==> src/rtl/reset_sequencer_pkg.sv <==
`default_nettype none
// ============================================================================
// Module  : reset_sequencer_pkg
// Brief   : Shared types and helpers for the reset sequencer.
// Revision: 1.0  initial release
// ============================================================================
package reset_sequencer_pkg;

    typedef enum logic [1:0] {
        CAUSE_POR  = 2'd0,
        CAUSE_TRAP = 2'd1,
        CAUSE_WDT  = 2'd2
    } cause_t;

    typedef enum logic [1:0] {
        ST_HOLD   = 2'd0,
        ST_RUN    = 2'd1,
        ST_LOCKED = 2'd2
    } state_t;

    localparam int TRAP_COUNT_W = 4;

    // $clog2 of 1 is 0; a counter still needs at least one bit.
    function automatic int cnt_width(input int n);
        return (n > 1) ? $clog2(n) : 1;
    endfunction

endpackage
`default_nettype wire

==> src/rtl/reset_sequencer_wdt.sv <==
`default_nettype none
// ============================================================================
// Module  : reset_sequencer_wdt
// Brief   : Watchdog: kick level-change detect plus idle counter, flags expiry.
// Revision: 1.0  initial release
// ============================================================================
module reset_sequencer_wdt
    import reset_sequencer_pkg::*;
#(
    parameter int WDT_CYCLES = 1024
) (
    input  logic clk,
    input  logic power_on_reset,
    input  logic kick,
    input  logic active,
    input  logic clear,
    output logic expire
);

    localparam int              CNT_W    = cnt_width(WDT_CYCLES);
    localparam logic [CNT_W-1:0] CNT_LAST = CNT_W'(WDT_CYCLES - 1);

    logic             kick_prev_q;
    logic [CNT_W-1:0] cnt_q;
    logic [CNT_W-1:0] cnt_d;
    logic             kicked;

    assign kicked = kick ^ kick_prev_q;
    assign expire = active && !kicked && (cnt_q == CNT_LAST);

    // Counter idles at zero outside RUN so every RUN stint starts fresh.
    always_comb begin
        cnt_d = cnt_q + CNT_W'(1);
        if (clear || !active || kicked) begin
            cnt_d = '0;
        end
    end

    always_ff @(posedge clk) begin
        kick_prev_q <= kick;
        if (power_on_reset) begin
            cnt_q <= '0;
        end else begin
            cnt_q <= cnt_d;
        end
    end

endmodule
`default_nettype wire

==> src/rtl/reset_sequencer.sv <==
`default_nettype none
// ============================================================================
// Module  : reset_sequencer
// Brief   : System reset generator with trap restart, lock-up and optional
//           watchdog (enabled by defining RESET_SEQUENCER_WDT_EN).
// Revision: 1.0  initial release
// ============================================================================
module reset_sequencer
    import reset_sequencer_pkg::*;
#(
    parameter int HOLD_CYCLES  = 8,
    parameter int TRAP_RETRIES = 3,
    parameter int WDT_CYCLES   = 1024
) (
    input  logic                    clk,
    input  logic                    power_on_reset,
    input  logic                    trap,
    input  logic                    kick,
    output logic                    system_reset,
    output logic [TRAP_COUNT_W-1:0] trap_count,
    output logic                    locked,
    output logic [1:0]              reset_cause
);

    localparam int                       HOLD_W      = cnt_width(HOLD_CYCLES);
    localparam logic [HOLD_W-1:0]        HOLD_LOAD   = HOLD_W'(HOLD_CYCLES - 1);
    localparam logic [TRAP_COUNT_W-1:0]  RETRY_LIMIT = TRAP_COUNT_W'(TRAP_RETRIES);
    localparam logic [TRAP_COUNT_W-1:0]  COUNT_MAX   = '1;

    state_t                  state_q,        state_d;
    logic [HOLD_W-1:0]       hold_cnt_q,     hold_cnt_d;
    logic [TRAP_COUNT_W-1:0] trap_count_q,   trap_count_d;
    cause_t                  cause_q,        cause_d;
    logic                    system_reset_q, system_reset_d;
    logic                    locked_q,       locked_d;
    logic                    wdt_expire;

`ifdef RESET_SEQUENCER_WDT_EN
    reset_sequencer_wdt #(
        .WDT_CYCLES     (WDT_CYCLES)
    ) u_wdt (
        .clk            (clk),
        .power_on_reset (power_on_reset),
        .kick           (kick),
        .active         (state_q == ST_RUN),
        .clear          (state_d != ST_RUN),
        .expire         (wdt_expire)
    );
`else
    logic unused_kick;
    assign unused_kick = kick;
    assign wdt_expire  = 1'b0;
`endif

    always_comb begin
        state_d        = state_q;
        hold_cnt_d     = hold_cnt_q;
        trap_count_d   = trap_count_q;
        cause_d        = cause_q;
        system_reset_d = system_reset_q;
        locked_d       = locked_q;
        case (state_q)
            ST_HOLD: begin
                if (hold_cnt_q == '0) begin
                    state_d        = ST_RUN;
                    system_reset_d = 1'b0;
                end else begin
                    hold_cnt_d = hold_cnt_q - HOLD_W'(1);
                end
            end
            ST_RUN: begin
                // A trap outranks a simultaneous watchdog expiry.
                if (trap) begin
                    system_reset_d = 1'b1;
                    if (trap_count_q < RETRY_LIMIT) begin
                        state_d    = ST_HOLD;
                        hold_cnt_d = HOLD_LOAD;
                        cause_d    = CAUSE_TRAP;
                        if (trap_count_q != COUNT_MAX) begin
                            trap_count_d = trap_count_q + TRAP_COUNT_W'(1);
                        end
                    end else begin
                        state_d  = ST_LOCKED;
                        locked_d = 1'b1;
                    end
                end else if (wdt_expire) begin
                    state_d        = ST_HOLD;
                    hold_cnt_d     = HOLD_LOAD;
                    cause_d        = CAUSE_WDT;
                    system_reset_d = 1'b1;
                end
            end
            ST_LOCKED: begin
                system_reset_d = 1'b1;
                locked_d       = 1'b1;
            end
            default: begin
                state_d        = ST_HOLD;
                hold_cnt_d     = HOLD_LOAD;
                system_reset_d = 1'b1;
            end
        endcase
    end

    always_ff @(posedge clk) begin
        if (power_on_reset) begin
            state_q        <= ST_HOLD;
            hold_cnt_q     <= HOLD_LOAD;
            trap_count_q   <= '0;
            cause_q        <= CAUSE_POR;
            system_reset_q <= 1'b1;
            locked_q       <= 1'b0;
        end else begin
            state_q        <= state_d;
            hold_cnt_q     <= hold_cnt_d;
            trap_count_q   <= trap_count_d;
            cause_q        <= cause_d;
            system_reset_q <= system_reset_d;
            locked_q       <= locked_d;
        end
    end

    assign system_reset = system_reset_q;
    assign trap_count   = trap_count_q;
    assign locked       = locked_q;
    assign reset_cause  = cause_q;

endmodule
`default_nettype wire

==> config.mk <==
export PLATFORM = sky130hd
export DESIGN_NAME = reset_sequencer
export DESIGN_NICKNAME = d
export VERILOG_FILES = /design/src/rtl/reset_sequencer_pkg.sv /design/src/rtl/reset_sequencer_wdt.sv /design/src/rtl/reset_sequencer.sv
export SDC_FILE = /design/constraint.sdc
export NUM_CORES = 1
export LEC_CHECK = 0
export ABC_CLOCK_PERIOD_IN_PS = 1300
export CAP_MARGIN = 15
export CORE_AREA = 2 2 39 41
export DETAILED_ROUTE_END_ITERATION = 12
export DIE_AREA = 0 0 41 43
export DONT_BUFFER_PORTS = 1
export PLACE_DENSITY = 0.72
export SYNTH_ARGS = -nofsm -noshare
export SYNTH_HDL_FRONTEND = slang
export SYNTH_SLANG_ARGS = --single-unit
export TNS_END_PERCENT = 30
==> constraint.sdc <==
create_clock -name clk -period 1.3 [get_ports clk]
set_input_delay 0.39 -clock clk [delete_from_list [all_inputs] [get_ports clk]]
set_output_delay 0.39 -clock clk [all_outputs]
set_load 0.05 [all_outputs]
==> out/qor_table.md <==
| Metric | Reported |
|:---|:---|
| Max stage delay on crit path | 0.51 ns |
| Total power | 0.748 mW |
| Number of enable-type register cells in the synthesized netlist | 0 |
| Area of the mapped netlist | 604 sq um |
| Worst-skew pair later-pin latency | 0.27 ns |
| Asr flop ratio synth | 0% |
| Global-route wire length before repair | 1770 um |
| Crit path time final | 1.32 ns |
| Clock root cell | clkbuf_4 |
| Worst-case setup margin in the final layout | -0.0156 ns |
| Final RePlAce weighted congestion | 0.706 |
| Max_cap viols | 0 |
| Violations in the final reports | negative setup slack |
| First-pass DRT Iterations | 2 |
| Cell with the largest stage delay on the worst path | or4b_4 |
| Type of the most critical hold path | in -> reg |
| Post-Synthesis Cells | 64 |
| DRC viols | 0 |
| Register clock-pin slew on the reported worst setup and hold paths | 0.07 ns |
| Power per cell area | 924 nW/um^2 |
| Setup repair after global routing missed its margin | true |
| Synth top area share | 39.8% |
| Worst setup slack before clock tree synthesis | -0.0648 ns |
| Warning count from the yosys run | 0 |
| Main flop type after synthesis | dfxtp_1 |
| Mux cell area share after synthesis | 5.38% |
| Setup total negative slack | -0.0156 ns |
| Routed length per instance | 13.3 um |
| Total grt overflow | 0 |
| IO buf count | 0 |
| Number of antenna violations at the first check in global routing | 0 |
| FP Rows | 14 |
| Clock skew after layout | 0.00275 ns |
| Combinational family with the most area after synthesis | simple AND/OR/NAND/NOR gates |
| Post-synthesis net count | 71 |
| Depth of the CTS H-tree | 1 |
| Run status | finished with violations |
| Synthesized area divided by synthesized cell count | 9.44 sq um |
| Max-slew violation count | 0 |
| Max Fclk | 0.760 GHz |
| Clock tree from TritonCTS | built |
| Maximum ir drop on the vdd rail | 708 uV |
| Number of storage elements in the synthesis netlist | 12 |
| Arrival time reported for the critical path endpoint | 1.53 ns |
| Global-route total usage across every layer | 15.1% |
| Tcrit/Tclk final | 101% |
| Most numerous cell types in the synthesized netlist | dfxtp_1 (12), nor2_1 (5), nand2b_1 (4), nor2b_1 (4) |
| Floorplan die area | 1760 sq um |
| Number of ports placed on the die boundary | 12 |
| Vias post-DR | 494 |
| Effective utilization at floorplan | 43.7% |
| Fraction of the mapped netlist area in simple logic gates | 28.0% |
| Number of diodes added for antenna fixing | 0 |
| Cell variety after synth | 34 |
| Fraction of final layout cells sized beyond drive strength 1 | 47.4% |
| Total Nets Final | 84 |
| Most common cell in the netlist | dfxtp_1 |
| Complex-gate fraction of the synthesized area | 13.0% |
| Area share of xor/xnor cells in the synthesized design | 0% |
| Buffers from clock root to sink, at most | 2 |
| Reg-to-reg slack, setup | -0.02 ns |
| Post-DR vias/cell | 5.37 |
| Kind of end point of the critical path | flop |
| Pin count of the biggest net entering global routing | 16 |
| HPWL Detailed | 836 um |
| Die Height | 43 um |
| Fraction of the mapped netlist area in adder cells | 6.21% |
| Largest cells by area after synthesis | dfxtp_1 (40%), ha_1 (6.2%), nand2b_1 (4.1%), nor2b_1 (4.1%), nor2_1 (3.1%) |
| Critical path start-end classification | reg -> reg |
| Final Util | 58.5% |
| Synthesis-to-layout area growth | 34.0% |
| Number of design-rule violations left by the first detailed-router iteration | 5 |
| Hold Fails Final Rpt | 0 |
| Required time at the worst-slack endpoint | 1.51 ns |
| Maximum fanout along the worst path | 3 |
| Critical path cell sequence | ha_4 > or4b_4 > nand4_1 > and3_1 |
| Number of buffers created by CTS | 3 |
| Die Width | 41 um |
| Placeable core region | 1380 sq um |
| Total number of clock tree sinks | 12 |
| Antenna Nets Post-Route | 0 |
| Library cell occupying the most area in the post-synthesis netlist | dfxtp_1 |
| Number of failing setup endpoints in the final timing report | 1 |
| Routed WL | 1220 um |
| Critical path startpoint category | flop |
| Via count of the first global-routing pass | 444 |
| Static leakage | 0.317 nW |
| Post-synthesis sequential area ratio | 39.8% |
[path summary, 6_finish.rpt]
kind                         startpoint                    endpoint  cells past startpoint
max          trap_count[1]$_SDFFE_PP0P_  hold_cnt_q[0]$_SDFFE_PP1P_                      4
min                      power_on_reset  trap_count[3]$_SDFFE_PP0P_                      1
max reg2reg  trap_count[1]$_SDFFE_PP0P_  hold_cnt_q[0]$_SDFFE_PP1P_                      4
min reg2reg  hold_cnt_q[1]$_SDFFE_PP1P_  hold_cnt_q[1]$_SDFFE_PP1P_                      1
[logic make-up after synthesis]
group | Yosys count
adder cells (fa/ha/maj) | 3
flip-flops | 12
buffers and inverters | 8
multiplexers | 3
AND/OR/NAND/NOR | 26
AO/OA/AOI/OAI | 11
other | 1
[worst max-delay path: cells and delay by family, from the launching register on]
kind	cells	cell delay, ns
AND/OR/NAND/NOR	3	0.74
adder cells (fa/ha/maj)	1	0.17
flip-flops	1	0.35
[metal layers]
metal / vias to the layer above / track usage [%] / wire length [um]
li1: 254 / - / -
met1: 231 / 15.9 / 506
met2: 7 / 23.8 / 654
met3: 2 / 5.24 / 47
met4: 0 / 10.0 / 11
met5: - / 0 / 0
[report_power, final]
| part | internal, mW | switching (mW) |
|---|---|---|
| Combinational | 0.0351 | 0.0388 |
| Sequential | 0.374 | 0.00990 |
| Clock | 0.170 | 0.120 |
| Total | 0.579 | 0.169 |
[per-stage QoR]
stage,cell area (sq um),cells,hold slack (ns)
floorplan,641,64,0.472
global placement,716,87,0.457
detailed placement,716,87,0.458
CTS,753,91,0.157
global route,810,92,0.155
finish,810,92,0.175
[final cells by class]
| cell class | instances | area, sq um |
|---|---|---|
| multi-input cells | 44 | 393 |
| well taps | 16 | 20.0 |
| fillers | 121 | 574 |
| flip-flops and latches | 12 | 253 |
| clock buffers | 4 | 36.3 |
| repair buffers | 12 | 90.1 |
| inverters | 4 | 17.5 |
[registers in the layout, summed over array words and instances (netlist names)]
name / cells
hold_cnt_q: 3
locked: 1
reset_cause: 1
state_q: 2
system_reset: 1
trap_count: 4
[cell usage in the layout (no fill, tap or decap), types with 2 or more instances in the layout]
cell	synthesis	final
buf_4	1	12
dfxtp_1	12	6
nor2_1	5	5
nand2b_1	4	4
dfxtp_2	0	4
nor2b_1	4	3
nor3_1	3	3
ha_4	0	3
clkbuf_4	0	3
inv_2	1	2
a21oi_1	2	2
o21ai_0	2	2
nand4_1	2	2
dfxtp_4	0	2
[timing repair]
item / in CTS / in global routing
hold buffers: 0 / 0
pin swaps: 1 / 4
resized for setup: 1 / 13
setup endpoints to repair: 2 / 4
setup buffers: 0 / 1
Note: power is estimated with default switching activity, not from simulation.
